<file path="config.mk">
export PLATFORM = sky130hd
export DESIGN_NAME = frame_buf_sched_flat
export DESIGN_NICKNAME = d
export VERILOG_FILES = /design/src/rtl/frame_buf_sched_if.sv /design/src/rtl/frame_buf_sched.sv /design/src/flat_wrapper.sv
export SDC_FILE = /design/constraint.sdc
export NUM_CORES = 1
export LEC_CHECK = 0
export BUFFER_PORTS_ARGS = -buffer_cell sky130_fd_sc_hd__buf_2
export CAP_MARGIN = 10
export CELL_PAD_IN_SITES_DETAIL_PLACEMENT = 0
export CELL_PAD_IN_SITES_GLOBAL_PLACEMENT = 1
export CORE_MARGIN = 2
export CORE_UTILIZATION = 47
export DETAILED_ROUTE_END_ITERATION = 8
export PLACE_DENSITY_LB_ADDON = 0.1
export SKIP_CTS_REPAIR_TIMING = 1
export SKIP_LAST_GASP = 1
export SYNTH_ARGS = -nofsm -noshare
export SYNTH_HDL_FRONTEND = slang
export SYNTH_SLANG_ARGS = --single-unit
export TNS_END_PERCENT = 20
</file>
<file path="constraint.sdc">
create_clock -name clk -period 18.3 [get_ports clk]
set_clock_uncertainty 0.05 [all_clocks]
set_input_delay 3.66 -clock clk [delete_from_list [all_inputs] [get_ports clk]]
set_output_delay 3.66 -clock clk [all_outputs]
set_load 0.05 [all_outputs]
</file>
<file path="src/rtl/frame_buf_sched_if.sv">
// DDR3 burst command port between the frame buffer scheduler and the memory controller.
// The scheduler drives commands (master); the controller accepts them and reports completion (slave).
interface frame_buf_sched_if #(
  parameter int ADDR_W = 29,
  parameter int LEN_W  = 8
);
  logic              cmd_valid;
  logic              cmd_ready;
  logic              cmd_wr;
  logic [ADDR_W-1:0] cmd_addr;
  logic [LEN_W-1:0]  cmd_len;
  logic              burst_done;

  modport master (
    output cmd_valid, cmd_wr, cmd_addr, cmd_len,
    input  cmd_ready, burst_done
  );

  modport slave (
    input  cmd_valid, cmd_wr, cmd_addr, cmd_len,
    output cmd_ready, burst_done
  );
endinterface

</file>
<file path="src/rtl/frame_buf_sched.sv">
// Triple-buffered DDR3 burst scheduler: arbitrates the ISP write FIFO against the display read
// FIFO and rotates frame banks so the display never reads the bank currently being written.
module frame_buf_sched #(
  parameter int ADDR_W        = 29,
  parameter int LEN_W         = 8,
  parameter int LVL_W         = 12,
  parameter int RD_FIFO_DEPTH = 2048,
  parameter int RD_URGENT     = 256,
  parameter int BANK_OFFSET   = 2097152
) (
  input  logic              clk,
  input  logic              reset,
  input  logic              init_done,
  input  logic              wr_load,
  input  logic              rd_load,
  input  logic [ADDR_W-1:0] addr_max,
  input  logic [LEN_W-1:0]  burst_len,
  input  logic [LVL_W-1:0]  wr_fifo_cnt,
  input  logic [LVL_W-1:0]  rd_fifo_cnt,
  frame_buf_sched_if.master cmd,
  output logic [1:0]        wr_bank,
  output logic [1:0]        rd_bank,
  output logic              frame_drop,
  output logic              busy
);

  localparam int CW  = ((LVL_W > LEN_W) ? LVL_W : LEN_W) + 1;
  localparam int AW1 = ADDR_W + 1;

  typedef enum logic [1:0] {IDLE, ARB, CMD, DATA} state_t;

  state_t            state_q, state_d;
  logic              wl_d1_q, wl_d1_d, rl_d1_q, rl_d1_d;
  logic              pend_wl_q, pend_wl_d, pend_rl_q, pend_rl_d;
  logic [ADDR_W-1:0] wr_off_q, wr_off_d, rd_off_q, rd_off_d;
  logic [1:0]        wr_bank_q, wr_bank_d, rd_bank_q, rd_bank_d;
  logic [1:0]        done_bank_q, done_bank_d;
  logic              done_valid_q, done_valid_d;
  logic              wr_cmpl_q, wr_cmpl_d;
  logic              last_wr_q, last_wr_d;
  logic              cmd_wr_q, cmd_wr_d;
  logic [ADDR_W-1:0] cmd_addr_q, cmd_addr_d;
  logic [LEN_W-1:0]  cmd_len_q, cmd_len_d;
  logic              frame_drop_q, frame_drop_d;

  logic              wl_rise, rl_rise;
  logic              wreq, rreq, urgent;
  logic [CW-1:0]     rd_need;
  logic              grant_wr;
  logic [1:0]        grant_bank;
  logic [ADDR_W-1:0] grant_base, grant_off;
  logic [ADDR_W-1:0] acc_off;
  logic [AW1-1:0]    off_sum;
  logic [ADDR_W-1:0] off_next;
  logic              frame_end;

  assign wl_rise = wr_load & ~wl_d1_q;
  assign rl_rise = rd_load & ~rl_d1_q;

  assign rd_need = CW'(rd_fifo_cnt) + CW'(burst_len);
  assign rreq    = rd_need <= CW'(RD_FIFO_DEPTH);
  assign wreq    = CW'(wr_fifo_cnt) >= CW'(burst_len);
  assign urgent  = rd_fifo_cnt < LVL_W'(RD_URGENT);

  // Urgent reads win outright; otherwise contending requesters take turns.
  always_comb begin
    grant_wr = 1'b0;
    if (rreq && urgent) begin
      grant_wr = 1'b0;
    end else if (wreq && rreq) begin
      grant_wr = ~last_wr_q;
    end else begin
      grant_wr = wreq;
    end
    grant_bank = grant_wr ? wr_bank_q : rd_bank_q;
    grant_off  = grant_wr ? wr_off_q : rd_off_q;
    case (grant_bank)
      2'd1:    grant_base = ADDR_W'(BANK_OFFSET);
      2'd2:    grant_base = ADDR_W'(2 * BANK_OFFSET);
      default: grant_base = '0;
    endcase
  end

  assign acc_off   = cmd_wr_q ? wr_off_q : rd_off_q;
  assign off_sum   = {1'b0, acc_off} + AW1'(cmd_len_q);
  assign frame_end = off_sum >= {1'b0, addr_max};
  assign off_next  = frame_end ? '0 : off_sum[ADDR_W-1:0];

  always_comb begin
    state_d      = state_q;
    wl_d1_d      = wr_load;
    rl_d1_d      = rd_load;
    pend_wl_d    = pend_wl_q | wl_rise;
    pend_rl_d    = pend_rl_q | rl_rise;
    wr_off_d     = wr_off_q;
    rd_off_d     = rd_off_q;
    wr_bank_d    = wr_bank_q;
    rd_bank_d    = rd_bank_q;
    done_bank_d  = done_bank_q;
    done_valid_d = done_valid_q;
    wr_cmpl_d    = wr_cmpl_q;
    last_wr_d    = last_wr_q;
    cmd_wr_d     = cmd_wr_q;
    cmd_addr_d   = cmd_addr_q;
    cmd_len_d    = cmd_len_q;
    frame_drop_d = 1'b0;

    case (state_q)
      IDLE: begin
        if (init_done) state_d = ARB;
      end
      ARB: begin
        // Frame loads take a whole ARB cycle; the read side sees the bank just retired by the write side.
        if (pend_wl_q || pend_rl_q) begin
          if (pend_wl_q) begin
            wr_off_d = '0;
            if (wr_cmpl_q) begin
              done_bank_d  = wr_bank_q;
              done_valid_d = 1'b1;
              wr_bank_d    = 2'd3 - wr_bank_q - rd_bank_q;
            end else begin
              frame_drop_d = 1'b1;
            end
            wr_cmpl_d = 1'b0;
            pend_wl_d = wl_rise;
          end
          if (pend_rl_q) begin
            rd_off_d = '0;
            if (done_valid_d) rd_bank_d = done_bank_d;
            pend_rl_d = rl_rise;
          end
        end else if (wreq || rreq) begin
          cmd_wr_d   = grant_wr;
          cmd_addr_d = grant_base + grant_off;
          cmd_len_d  = burst_len;
          last_wr_d  = grant_wr;
          state_d    = CMD;
        end
      end
      CMD: begin
        if (cmd.cmd_ready) begin
          if (cmd_wr_q) begin
            wr_off_d = off_next;
            if (frame_end) wr_cmpl_d = 1'b1;
          end else begin
            rd_off_d = off_next;
          end
          state_d = DATA;
        end
      end
      DATA: begin
        if (cmd.burst_done) state_d = ARB;
      end
      default: state_d = IDLE;
    endcase

    if (!init_done) state_d = IDLE;
  end

  always_ff @(posedge clk) begin
    if (reset) begin
      state_q      <= IDLE;
      wl_d1_q      <= 1'b0;
      rl_d1_q      <= 1'b0;
      pend_wl_q    <= 1'b0;
      pend_rl_q    <= 1'b0;
      wr_off_q     <= '0;
      rd_off_q     <= '0;
      wr_bank_q    <= 2'd0;
      rd_bank_q    <= 2'd2;
      done_bank_q  <= 2'd2;
      done_valid_q <= 1'b0;
      wr_cmpl_q    <= 1'b0;
      last_wr_q    <= 1'b0;
      cmd_wr_q     <= 1'b0;
      cmd_addr_q   <= '0;
      cmd_len_q    <= '0;
      frame_drop_q <= 1'b0;
    end else begin
      state_q      <= state_d;
      wl_d1_q      <= wl_d1_d;
      rl_d1_q      <= rl_d1_d;
      pend_wl_q    <= pend_wl_d;
      pend_rl_q    <= pend_rl_d;
      wr_off_q     <= wr_off_d;
      rd_off_q     <= rd_off_d;
      wr_bank_q    <= wr_bank_d;
      rd_bank_q    <= rd_bank_d;
      done_bank_q  <= done_bank_d;
      done_valid_q <= done_valid_d;
      wr_cmpl_q    <= wr_cmpl_d;
      last_wr_q    <= last_wr_d;
      cmd_wr_q     <= cmd_wr_d;
      cmd_addr_q   <= cmd_addr_d;
      cmd_len_q    <= cmd_len_d;
      frame_drop_q <= frame_drop_d;
    end
  end

  assign cmd.cmd_valid = (state_q == CMD);
  assign cmd.cmd_wr    = cmd_wr_q;
  assign cmd.cmd_addr  = cmd_addr_q;
  assign cmd.cmd_len   = cmd_len_q;
  assign wr_bank       = wr_bank_q;
  assign rd_bank       = rd_bank_q;
  assign frame_drop    = frame_drop_q;
  assign busy          = (state_q == CMD) || (state_q == DATA);

endmodule

</file>
<file path="src/flat_wrapper.sv">
// flat-port wrapper written by rule: the top's interface ports become plain ports
module frame_buf_sched_flat 
#(
  parameter int ADDR_W        = 29,
  parameter int LEN_W         = 8,
  parameter int LVL_W         = 12,
  parameter int RD_FIFO_DEPTH = 2048,
  parameter int RD_URGENT     = 256,
  parameter int BANK_OFFSET   = 2097152
)
  (clk, reset, init_done, wr_load, rd_load, addr_max, burst_len, wr_fifo_cnt, rd_fifo_cnt, wr_bank, rd_bank, frame_drop, busy, cmd_cmd_valid, cmd_cmd_wr, cmd_cmd_addr, cmd_cmd_len, cmd_cmd_ready, cmd_burst_done);
  frame_buf_sched_if #(.ADDR_W(ADDR_W), .LEN_W(LEN_W)) cmd_i ();
  input  logic clk;
  input  logic reset;
  input  logic init_done;
  input  logic wr_load;
  input  logic rd_load;
  input  logic [ADDR_W-1:0] addr_max;
  input  logic [LEN_W-1:0] burst_len;
  input  logic [LVL_W-1:0] wr_fifo_cnt;
  input  logic [LVL_W-1:0] rd_fifo_cnt;
  output logic [1:0] wr_bank;
  output logic [1:0] rd_bank;
  output logic frame_drop;
  output logic busy;
  output wire logic [$bits(cmd_i.cmd_valid)-1:0] cmd_cmd_valid;
  output wire logic [$bits(cmd_i.cmd_wr)-1:0] cmd_cmd_wr;
  output wire logic [$bits(cmd_i.cmd_addr)-1:0] cmd_cmd_addr;
  output wire logic [$bits(cmd_i.cmd_len)-1:0] cmd_cmd_len;
  input wire logic [$bits(cmd_i.cmd_ready)-1:0] cmd_cmd_ready;
  input wire logic [$bits(cmd_i.burst_done)-1:0] cmd_burst_done;
  assign cmd_cmd_valid = cmd_i.cmd_valid;
  assign cmd_cmd_wr = cmd_i.cmd_wr;
  assign cmd_cmd_addr = cmd_i.cmd_addr;
  assign cmd_cmd_len = cmd_i.cmd_len;
  assign cmd_i.cmd_ready = cmd_cmd_ready;
  assign cmd_i.burst_done = cmd_burst_done;
  frame_buf_sched #(.ADDR_W(ADDR_W), .LEN_W(LEN_W), .LVL_W(LVL_W), .RD_FIFO_DEPTH(RD_FIFO_DEPTH), .RD_URGENT(RD_URGENT), .BANK_OFFSET(BANK_OFFSET)) u_core (.clk(clk), .reset(reset), .init_done(init_done), .wr_load(wr_load), .rd_load(rd_load), .addr_max(addr_max), .burst_len(burst_len), .wr_fifo_cnt(wr_fifo_cnt), .rd_fifo_cnt(rd_fifo_cnt), .cmd(cmd_i), .wr_bank(wr_bank), .rd_bank(rd_bank), .frame_drop(frame_drop), .busy(busy));
endmodule
</file>
# Yosys cells after proc, flatten, opt, wreduce, memory -nomap -nowiden

Index checks and enable logic that the tools add are counted.

Register bits: 111
Bits in latches: 0
RAM bits: 0
Bits in read-only memories: 0
Output and inout port bits: 45
Memories kept: 0

$add $sub $neg: 5
$mul: 0
Divide/modulo/power cells: 0
Magnitude comparators: 4
Eq/ne operators: 15
Shift operators: 0
Multiplexer cells: 41
Bitwise logic cells: 11
Reductions and logical operators: 17

Operators with widths:

| cell                                                             | number |
|---|---|
| two-way mux 29 bit                                               | 11 |
| one-hot mux 29 bit (2 select lines)                              | 2 |
| one-hot mux 23 bit (2 select lines)                              | 1 |
| adder 29 x 8 -> 30 bit                                           | 1 |
| >= comparator 30 x 29 -> 1 bit                                   | 1 |
| adder 23 x 29 -> 29 bit                                          | 1 |
| two-way mux 1 bit                                                | 18 |
| two-way mux 2 bit                                                | 7 |
| inequality test 2 x 1 -> 1 bit, second input constant            | 7 |
| adder 12 x 8 -> 13 bit                                           | 1 |
| less-or-equal comparator 13 x 12 -> 1 bit, second input constant | 1 |
| >= comparator 12 x 8 -> 1 bit                                    | 1 |
| < comparator 12 x 9 -> 1 bit, second input constant              | 1 |
| AND reduction 4 bit                                              | 3 |
| AND reduction 5 bit                                              | 2 |
| one-hot mux 2 bit (4 select lines)                               | 1 |
| inverter 1 bit                                                   | 7 |
| == test 2 bit, second input constant                             | 3 |
| inequality test 2 bit, second input constant                     | 3 |
| AND reduction 6 bit                                              | 1 |
| == test 2 x 1 -> 1 bit, second input constant                    | 2 |
| OR reduction 4 bit                                               | 1 |
| logical OR 1 bit                                                 | 3 |
| AND reduction 3 bit                                              | 1 |
| other kinds (10)                                                 | 13 |

# Logic depth before layout (Yosys ltp)

Depth after elaboration: 9
Mapped depth: 27
Gate-level depth less buffers: 21

# Worst setup path before layout

OpenSTA, ideal clock, no wires.

Path kind: input port to flip-flop
From: input burst_len[0]
To: register u_core.cmd_addr_q[28], in the netlist u_core.cmd.cmd_addr[28]
Setup time: 0.128 ns
Arrival time: 7.228 ns
Setup slack: 10.895 ns
Cell stages on the path: 19
Path buffers: 1
Path through: ha_1 -> fa_1 -> a211oi_1 -> nand4bb_1 -> a21oi_1 -> o31ai_1 -> o21ai_1 -> o31ai_4 -> buf_2 -> mux2i_1 -> inv_1 -> ha_1 -> a21oi_1 -> nor3b_1 -> nand3_1 -> xor2_1 -> mux2i_1 -> mux2i_1 -> nor2_1

Word-level cells in the longest chain between the ends: 9
Elaborated cells on any way between the ends: 15
Those cells by class: add/sub: 2; order compare: 2; eq/ne: 2; mux: 5; reduce/logical: 4

Ends and longest elaborated chain:

| element                                                 | RTL line               | source |
|---|---|---|
| start, declared                                         | flat_wrapper.sv:19     | `input logic [LEN_W-1:0] burst_len;` |
| adder 12 x 8 -> 13 bit                                  | frame_buf_sched.sv:60  | `assign rd_need = CW'(rd_fifo_cnt) + CW'(burst_len);` |
| less-or-equal comparator 13 x 12 -> 1 bit               | frame_buf_sched.sv:61  | `assign rreq = rd_need <= CW'(RD_FIFO_DEPTH);` |
| logical AND 1 bit                                       | frame_buf_sched.sv:70  | `end else if (wreq && rreq) begin` |
| two-way mux 1 bit                                       | frame_buf_sched.sv:70  |  |
| two-way mux 1 bit                                       | frame_buf_sched.sv:68  | `if (rreq && urgent) begin` |
| two-way mux 2 bit                                       | frame_buf_sched.sv:75  | `grant_bank = grant_wr ? wr_bank_q : rd_bank_q;` |
| == test 2 bit or == test 2 x 1 -> 1 bit (tied branches) | frame_buf_sched.sv:77  | `case (grant_bank)` |
| one-hot mux 23 bit (2 select lines)                     | frame_buf_sched.sv:77  |  |
| adder 23 x 29 -> 29 bit                                 | frame_buf_sched.sv:134 | `cmd_addr_d = grant_base + grant_off;` |
| end signal, assigned                                    | frame_buf_sched.sv:194 | `cmd_addr_q <= cmd_addr_d;` |
| end, declared                                           | frame_buf_sched.sv:42  | `logic [ADDR_W-1:0] cmd_addr_q, cmd_addr_d;` |

Parallel ways exist; a longest one is shown, timed or not.
A chain may end at the register's enable or synchronous reset.

# Worst setup path after layout

Same ends and word-level chain as after synthesis.

==> flow_summary.yaml <==
flow_run:
  cap_viol_max_count: 0
synthesis:
  ys_warn_count: 0
  netlist.area_leader.share_pct: 30.4
  synthCells: 876
  synth_commonest_cells: "131 x nand2_1, 111 x dfxtp_1, 75 x inv_1"
  syn-mean-instance-area_um2: 8.34
  ys_ff_latch: 111
  synth_top_cell_by_area: "dfxtp_1"
  synth-async-reset-ratio_pct: 0
  yosysUniqueCellTypes: 70
  syn_nets: 1007
  synthTopCellsByArea: "dfxtp_1 30%, ha_1 10%, nand2_1 6.7%"
  ys.flop_type: "dfxtp_1"
  yosysMostFrequentCell: "nand2_1"
  netlist_area_um2: 7310
  yosysSeqAreaShare_pct: 30.4
  synth-edff-count: 0
timing:
  period_minus_slack_ps: 7900
  slew_headroom_pct: 24.1
  post-route-period-util_pct: 43.2
  finalSetupViolations: 0
  tightest_slew_ps: 1130
  rsz0062_at_grt: "no"
  drv_slew: 0
  fmax_mhz: 127
  tns_ps: 0
  hold_violations: 0
cts:
  cts_sinks: 111
  clkSlewWorstSetupHoldPaths_ps: 80
  htree_num_levels: 3
  cts_tree: "built"
  clock_latency_ps: 360
  clk_root_buffer_cell: "clkbuf_16"
  numCtsBuffers: 9
  clockBufferDepth: 2
placed_design:
  hpwl_um: 14200
  portBuffers: 112
  place_congestion: 0.850
finish:
  drive_gt1_share_pct: 18.8
  fin_nets: 1097
  synthToLayoutAreaGrowth_pct: 13.1
  fin_util_pct: 54.4
  diodes: 0
  fill_cells: 1432
setup_path:
  cp.arrival_ps: 8080
  criticalPathCategory: "in -> reg"
  cp_max_fo: 34
  required_ps: 18480
  endpoint_kind: "register"
  critPathLaunchType: "input port"
  r2r-start: "u_core.last_wr_q"
  cp-startpoint: "burst_len[0]"
global_route:
  antenna_found_initial: 0
  grt_pass1_vias: 6176
  track_usage_pct: 23.5
  grt_pass1_wl_um: 31100
  grt_max_degree: 63
  grt_overflow_total: 0
drt:
  avgViaCountPerCell: 5.50
  antenna_left: 0
  drt_first_iter_violations: 430
  wire_per_inst_um: 16.4
  vias: 6375
  wl_um: 19000
  drc: 0
  dr.pass1.iters: 5
die:
  die_y_um: 129
  dieArea_um2: 16600
  ios: 113
  row_count: 45
  core_area_um2: 15200
  die_x_um: 129
  start_util_pct: 48.1
power:
  leakage_nw: 3.60
  cellPowerDensity_nw_per_um2: 69.9
  peakVddDrop_mv: 0.0479
run_status:
  status: "completed"
min_path:
  holdCritStartpoint: "u_core.done_bank_q[0]"
  hp-class: "reg -> reg"
-- cells in the final DEF (no fill, tap or decap), types with 10 or more instances in the layout --
| master | count |
|---|---|
| a21o_1 | 13 |
| a21oi_1 | 34 |
| a22o_1 | 14 |
| a311oi_2 | 21 |
| buf_2 | 112 |
| dfxtp_1 | 110 |
| ha_1 | 60 |
| inv_1 | 75 |
| mux2i_1 | 39 |
| nand2_1 | 131 |
| nand3_1 | 28 |
| nor2_1 | 72 |
| nor2b_1 | 10 |
| nor3_1 | 11 |
| o21ai_0 | 60 |
| xnor2_1 | 27 |
| xor2_1 | 16 |
-- through the flow --
| step | cells | total power, mW | area [µm²] | setup slack [ps] | hold slack (ps) |
|---|---|---|---|---|---|
| 2_1_floorplan | 876 | 0.334 | 7310 | 10890 | 381 |
| 3_3_place_gp | 1143 | 0.359 | 7930 | 10200 | 398 |
| 3_5_place_dp | 1143 | 0.361 | 7930 | 10020 | 404 |
| 4_1_cts | 1159 | 0.584 | 8270 | 10420 | 417 |
| 5_1_grt | 1159 | 0.603 | 8270 | 9970 | 441 |
| 6_report | 1159 | 0.578 | 8270 | 10400 | 416 |
-- layout make-up --
class | count | area, µm² | share of cell area (%)
clock buffers | 11 | 253 | 3.06
repair buffers | 117 | 598 | 7.23
clock inverters | 5 | 86.3 | 1.04
multi-input cells | 651 | 4590 | 55.5
inverters | 76 | 285 | 3.45
flip-flops and latches | 111 | 2220 | 26.9
well taps | 188 | 235 | 2.85
-- critical path, cell delays in order --
cell,delay [ps]
buf_2,110
ha_1,220
fa_1,430
a211oi_1,320
nand4bb_1,220
a21oi_1,90
o31ai_1,240
o21ai_1,170
o31ai_4,220
buf_4,410
inv_2,300
nor3b_1,340
or2_1,150
ha_1,150
a21oi_1,100
nor3b_1,390
nand3_1,140
xor2_1,140
mux2i_1,80
mux2i_1,150
nor2_1,50
-- routing by layer --
| layer | track usage, % | up-vias | share of wire, % |
|---|---|---|---|
| li1 | - | 3244 | - |
| met3 | 4.37 | 14 | 4.0 |
| met5 | 0 | - | 0 |
| met4 | 5.95 | 0 | 1.2 |
| met2 | 37.6 | 151 | 45 |
| met1 | 32.8 | 2966 | 49 |
-- where the power goes --
part | internal (mW) | switching (mW) | leakage, nW
clock | 0.129 | 0.0940 | 0.167
combinational | 0.0347 | 0.0675 | 2.53
sequential | 0.247 | 0.00566 | 0.899
total | 0.411 | 0.167 | 3.60
-- state kept, by name (all words and copies together), names as in the netlist --
signal and count:
u_core.cmd.cmd_addr 29, u_core.state_q 2, u_core.pend_wl_q 1, u_core.frame_drop 1, u_core.wr_bank 2, u_core.last_wr_q 1, u_core.done_bank_q 2, u_core.pend_rl_q 1
u_core.wr_cmpl_q 1, u_core.cmd.cmd_len 8, u_core.rl_d1_q 1, u_core.wl_d1_q 1, u_core.rd_bank 2, u_core.done_valid_q 1, u_core.wr_off_q 29, u_core.rd_off_q 29
-- path summary, 6_finish.rpt --
path,depth (start not counted),slack (ps),endpoint
hold reg to reg,2,420,u_core.done_bank_q[0]
setup / recovery,21,10400,u_core.cmd.cmd_addr[28]
hold / removal,2,420,u_core.done_bank_q[0]
setup reg to reg,21,11810,u_core.rd_off_q[2]
-- cells by family after synthesis --
family,synth area share [%]
compound gates,20.7
simple gates,18.6
flops,30.4
buf+inv,6.85
mux,7.16
xor+xnor,5.15
fa+ha+maj,11.1
No activity file was read; power rests on OpenSTA's default activity.
